<file path="config.mk">
export PLATFORM = sky130hd
export DESIGN_NAME = mig_apm_stat_gen
export DESIGN_NICKNAME = d
export VERILOG_FILES = /design/src/rtl/mig_apm_stat_gen.sv
export SDC_FILE = /design/constraint.sdc
export NUM_CORES = 2
export LEC_CHECK = 0
export CAP_MARGIN = 10
export CORE_MARGIN = 2
export CORE_UTILIZATION = 44
export CTS_BUF_LIST = sky130_fd_sc_hd__clkbuf_2
export DETAILED_ROUTE_END_ITERATION = 10
export PLACE_DENSITY = 0.68
export SLEW_MARGIN = 10
export SYNTH_ARGS = -nofsm -noshare
export SYNTH_HDL_FRONTEND = slang
export SYNTH_SLANG_ARGS = --single-unit
</file>
<file path="constraint.sdc">
create_clock -name aclk -period 24.1 [get_ports aclk]
set_clock_uncertainty 0.15 [all_clocks]
set_input_delay 7.23 -clock aclk [delete_from_list [all_inputs] [get_ports aclk]]
set_output_delay 7.23 -clock aclk [all_outputs]
set_load 0.03 [all_outputs]
</file>
<file path="src/rtl/mig_apm_stat_gen.sv">
// -----------------------------------------------------------------------------
// mig_apm_stat_gen
//
// Per-DSID traffic statistics generator for the MIG control plane. It watches
// AW/AR address handshakes on the AXI link and accumulates four saturating
// 32-bit counters per DSID slot:
//   metric 0 : read requests
//   metric 1 : write requests
//   metric 2 : read beats  (arlen+1)
//   metric 3 : write beats (awlen+1)
// At the end of each sampling window the counters are copied into snapshot
// registers and cleared. The snapshot is then streamed out as one APM write
// record per cycle, slot-major (record i = slot*4 + metric).
//
// Handshake semantics: this block only snoops. An address event is counted in
// the cycle where valid and ready are both high. It never drives ready, and
// the APM side has no backpressure: APM_VALID is a pure strobe, one record
// per cycle.
//
// Ports
//   aclk, aresetn              clock, synchronous active-low reset
//   s_axi_aw{valid,ready,user,len}   snooped write-address channel
//   s_axi_ar{valid,ready,user,len}   snooped read-address channel
//   APM_VALID/APM_ADDR/APM_DATA      registered record stream
//   overrun                    sticky flag: a window ended during an emission
// -----------------------------------------------------------------------------
module mig_apm_stat_gen #(
    parameter int unsigned C_DSID_WIDTH    = 16,
    parameter int unsigned C_NUM_SLOTS     = 4,
    parameter int unsigned C_WINDOW_CYCLES = 1024,
    parameter logic [31:0] C_APM_BASE      = 32'h0000_0000
) (
    input  logic                    aclk,
    input  logic                    aresetn,
    input  logic                    s_axi_awvalid,
    input  logic                    s_axi_awready,
    input  logic [C_DSID_WIDTH-1:0] s_axi_awuser,
    input  logic [7:0]              s_axi_awlen,
    input  logic                    s_axi_arvalid,
    input  logic                    s_axi_arready,
    input  logic [C_DSID_WIDTH-1:0] s_axi_aruser,
    input  logic [7:0]              s_axi_arlen,
    output logic                    APM_VALID,
    output logic [31:0]             APM_ADDR,
    output logic [31:0]             APM_DATA,
    output logic                    overrun
);

    localparam int unsigned NUM_REC = 4 * C_NUM_SLOTS;
    localparam int unsigned IDX_W   = $clog2(NUM_REC);
    localparam int unsigned WC_W    = $clog2(C_WINDOW_CYCLES);

    localparam int M_RD_REQ  = 0;
    localparam int M_WR_REQ  = 1;
    localparam int M_RD_BEAT = 2;
    localparam int M_WR_BEAT = 3;

    typedef enum logic {
        S_IDLE = 1'b0,
        S_EMIT = 1'b1
    } state_t;

    state_t             state_q;
    logic [WC_W-1:0]    wc_q;
    logic [IDX_W-1:0]   idx_q;
    logic               overrun_q;
    logic               vld_q;
    logic [31:0]        addr_q;
    logic [31:0]        data_q;
    logic [31:0]        live_q   [NUM_REC];
    logic [31:0]        snap_q   [NUM_REC];
    logic [31:0]        live_nxt [NUM_REC];

    logic               ar_hs;
    logic               aw_hs;
    logic [8:0]         ar_beats;
    logic [8:0]         aw_beats;
    logic               win_end;
    logic [IDX_W-1:0]   idx_nxt;

    // Counters stick at all-ones instead of wrapping.
    function automatic logic [31:0] sat_add(input logic [31:0] a, input logic [8:0] b);
        logic [32:0] sum;
        sum = {1'b0, a} + {24'd0, b};
        return sum[32] ? 32'hFFFF_FFFF : sum[31:0];
    endfunction

    assign ar_hs    = s_axi_arvalid && s_axi_arready;
    assign aw_hs    = s_axi_awvalid && s_axi_awready;
    assign ar_beats = {1'b0, s_axi_arlen} + 9'd1;
    assign aw_beats = {1'b0, s_axi_awlen} + 9'd1;
    assign win_end  = (wc_q == WC_W'(C_WINDOW_CYCLES - 1));
    assign idx_nxt  = idx_q + IDX_W'(1);

    // Live counters plus this cycle's events. AR and AW touch disjoint
    // metrics, so a same-slot AR+AW pair needs no arbitration. Tags that do
    // not decode to any slot simply match nothing.
    always_comb begin
        live_nxt = live_q;
        for (int s = 0; s < C_NUM_SLOTS; s++) begin
            if (ar_hs && (s_axi_aruser == C_DSID_WIDTH'(s))) begin
                live_nxt[4*s+M_RD_REQ]  = sat_add(live_q[4*s+M_RD_REQ], 9'd1);
                live_nxt[4*s+M_RD_BEAT] = sat_add(live_q[4*s+M_RD_BEAT], ar_beats);
            end
            if (aw_hs && (s_axi_awuser == C_DSID_WIDTH'(s))) begin
                live_nxt[4*s+M_WR_REQ]  = sat_add(live_q[4*s+M_WR_REQ], 9'd1);
                live_nxt[4*s+M_WR_BEAT] = sat_add(live_q[4*s+M_WR_BEAT], aw_beats);
            end
        end
    end

    // Window counter, live/snapshot counters and the IDLE/EMIT FSM.
    // The record outputs are loaded one cycle ahead: the window-end edge
    // loads record 0, so the first record is already on the bus in the
    // cycle after the window end.
    always_ff @(posedge aclk) begin
        if (!aresetn) begin
            state_q   <= S_IDLE;
            wc_q      <= '0;
            idx_q     <= '0;
            overrun_q <= 1'b0;
            vld_q     <= 1'b0;
            addr_q    <= '0;
            data_q    <= '0;
            for (int i = 0; i < NUM_REC; i++) begin
                live_q[i] <= '0;
                snap_q[i] <= '0;
            end
        end else begin
            wc_q <= win_end ? '0 : wc_q + WC_W'(1);

            for (int i = 0; i < NUM_REC; i++) begin
                live_q[i] <= live_nxt[i];
            end

            case (state_q)
                S_IDLE: begin
                    vld_q <= 1'b0;
                    if (win_end) begin
                        // Snapshot includes the window-end cycle's events;
                        // the clear below overrides the accumulate above.
                        for (int i = 0; i < NUM_REC; i++) begin
                            snap_q[i] <= live_nxt[i];
                            live_q[i] <= '0;
                        end
                        idx_q   <= '0;
                        state_q <= S_EMIT;
                        vld_q   <= 1'b1;
                        addr_q  <= C_APM_BASE;
                        data_q  <= live_nxt[0];
                    end
                end
                S_EMIT: begin
                    // A window end here is not snapshotted: live counters
                    // keep accumulating into the next window and the
                    // running emission is left untouched.
                    if (win_end) begin
                        overrun_q <= 1'b1;
                    end
                    if (idx_q == IDX_W'(NUM_REC - 1)) begin
                        state_q <= S_IDLE;
                        vld_q   <= 1'b0;
                    end else begin
                        idx_q  <= idx_nxt;
                        vld_q  <= 1'b1;
                        addr_q <= C_APM_BASE + 32'({idx_nxt, 2'b00});
                        data_q <= snap_q[idx_nxt];
                    end
                end
                default: begin
                    state_q <= S_IDLE;
                    vld_q   <= 1'b0;
                end
            endcase
        end
    end

    assign APM_VALID = vld_q;
    assign APM_ADDR  = addr_q;
    assign APM_DATA  = data_q;
    assign overrun   = overrun_q;

endmodule

</file>
==> flow_summary.yaml <==
hold_path:
  hp-start: "APM_DATA[11]"
  min_path_type: "reg -> reg"
yosys:
  yosysSeqAreaShare_pct: 49.74
  synthCells: 5285
  synth.distinct_cells: 89
  ys_warn_count: 0
  postSynthAreaPerCell_um2: 10.11
  synth_enable_flop_cells: 512
  synth-seq-cells: 1072
  syn_area_um2: 53450
  async_reset_ff_share_pct: 0
  ys.flop_type: "dfxtp_1"
clock_tree:
  cts_tree: "done"
  cts-root-buf: "clkbuf_2"
  cts_max_level: 5
  hold_buffers: 0
  cts_resized: 0
  clk-insertion-delay-late_ns: 1.66
  clk_pin_slew_worst_paths_ns: 0.10
  post-cts-setup-buffers: 0
  clk_path_buf_depth: 4
  cts_buffers: 295
  numClockSinks: 1072
timing:
  worstMarginPinSlew_ns: 1.255
  slew_headroom_pct: 15.91
  max_freq_ghz: 0.09343
  post-route-period-util_pct: 44.41
  slew_violations: 0
  tns_ns: 0
  hold_viol_final: 0
  setup_viol: 0
  grt_setup_unrepaired: "no"
  post-route-min-period_ns: 10.70
routing:
  vias: 43810
  ant_nets: 0
  via_per_inst: 6.010
  wl_per_cell_um: 22.82
  drt_drc_violations_left: 0
  drtPass1Iterations: 8
  drt-total-wl_mm: 166.3
  drtIter0Drc: 5135
floorplanning:
  core_um2: 120300
  io_pins: 120
  die_area_um2: 124300
  fp-row-count: 127
  die_w_um: 352.5
  initial_utilization_pct: 44.43
  die_y_um: 352.5
power:
  power_frac_seq_pct: 57.0
  internal_power_uw: 2532
  swShare_pct: 26.35
  irDropWorstVdd_v: 0.00003919
  powerDensity_nw_per_um2: 58.61
  leakagePower_uw: 0.01955
  power.total_uw: 3437
  p_sw_uw: 905.7
  clockPowerShare_pct: 39.3
  p_comb_share_pct: 3.7
critical_path:
  startpoint: "s_axi_arlen[0]"
  cp.arrival_ns: 11.80
  end_kind: "flop"
  rrSetupSlack_ns: 18.87
  path_class: "in -> reg"
  crit_fanout: 12
  critical_path_required_ns: 25.20
  start_kind: "input port"
  timing.rr.start: "wc_q[0]"
finish:
  final_common_cell: "nor2_1"
  nFillCells: 11173
  final_nets: 5595
  drive_gt1_share_pct: 13.58
  mostFrequentLayoutCells: "nor2_1, a21oi_1, dfxtp_1"
  syn2layout_area_growth_pct: 9.724
place:
  dp_hpwl_mm: 115.7
  numPortBuffers: 91
  gp_congestion: 0.9409
global_routing:
  globalRouteMet2Util_pct: 39.05
  grt_pass1_vias: 41015
  grt_use_total_pct: 26.01
  busiest_layer: "met2"
  use_met3_pct: 5.309
  grt.overflow.total: 0
  grt_pass1_wl_mm: 249.0
  grt_use_met1_pct: 36.41
  grt_max_degree: 209
  antenna_found_initial: 10
run:
  maxCapViolations: 0
run_status:
  status: "finished, final reports clean"
## synthesized netlist by cell type, types with 93 or more instances
cell type / number / area, um2
a211oi_1: 141 / 1059
a21oi_1: 572 / 2863
and3_1: 114 / 713.2
clkbuf_1: 259 / 972.2
dfxtp_1: 560 / 11210
edfxtp_1: 512 / 15370
inv_1: 96 / 360.4
mux2i_1: 93 / 930.9
mux4_2: 131 / 2950
nand2_1: 326 / 1224
nand3_1: 210 / 1051
nand4_1: 139 / 869.6
nor2_1: 632 / 2372
nor3_1: 161 / 805.8
o21ai_0: 130 / 650.6
xnor2_1: 198 / 1734
xor2_1: 120 / 1051
## routing by layer
metal	share of wire, %	vias to the layer above
li1	-	20237
met1	42	21171
met2	44	2096
met3	9.8	304
met4	4.0	2
met5	0.0054	-
## cell type report
type / instances / area [um2] / share of cell area [%]
Antenna cell: 6 / 15.01 / 0.02560
Multi-Input combinational cell: 3801 / 25300 / 43.14
Inverter: 98 / 380.4 / 0.6486
Timing Repair Buffer: 181 / 1632 / 2.782
Sequential cell: 1072 / 26590 / 45.34
Clock buffer: 409 / 2047 / 3.490
Clock inverter: 110 / 665.6 / 1.135
Tap cell: 1612 / 2017 / 3.439
## per-stage QoR
| stage | hold slack [ns] | cells | instance area [um2] | utilization [%] | setup WS [ns] |
|---|---|---|---|---|---|
| global route | 0.3197 | 7284 | 58640 | 48.75 | 13.30 |
| floorplan | 0.2760 | 5312 | 53550 | - | 0.6656 |
| CTS | 0.2981 | 7283 | 58630 | 48.74 | 13.31 |
| global placement | 0.2756 | 6764 | 55920 | 46.48 | 12.04 |
| finish | 0.3032 | 7289 | 58650 | 48.76 | 13.40 |
| detailed placement | 0.2858 | 6764 | 55920 | 46.48 | 12.00 |
## sequential cells by signal, indices dropped and copies added, names as in the netlist
name and count:
live_q 512, snap_q 512, APM_DATA 32, wc_q 10, idx_q 4, APM_VALID 1, overrun 1
## cell families after synthesis
kind of cell	synth area share (%)
simple gates	18.26
compound gates	13.77
flops	49.74
buf+inv	3.366
xor+xnor	5.211
mux	7.388
fa+ha+maj	2.266
other cells	0.007016
## critical path, cell delays in order
cell and delay [ns]:
clkdlybuf4s50_1 0.53, ha_1 0.21, xor2_1 0.83, ha_1 0.43, nor2b_1 0.16, o31a_1 0.29, o211ai_1 0.88, nand2_1 0.22
a31oi_1 0.80, a211oi_1 0.21
## final timing paths
path                       end  cells past startpoint
setup / recovery  snap_q[6][0]                     10
hold / removal    APM_DATA[11]                      2
setup reg to reg  snap_q[8][1]                      9
hold reg to reg   APM_DATA[11]                      2
## power by group through the flow
stage	Combinational, uW	Sequential, uW	Clock, uW
floorplan	79.5	2010	0
global placement	123	2000	0
detailed placement	125	2000	0
CTS	125	1960	1370
global route	135	1960	1470
finish	127	1960	1350
(Power assumes the default switching activity.)
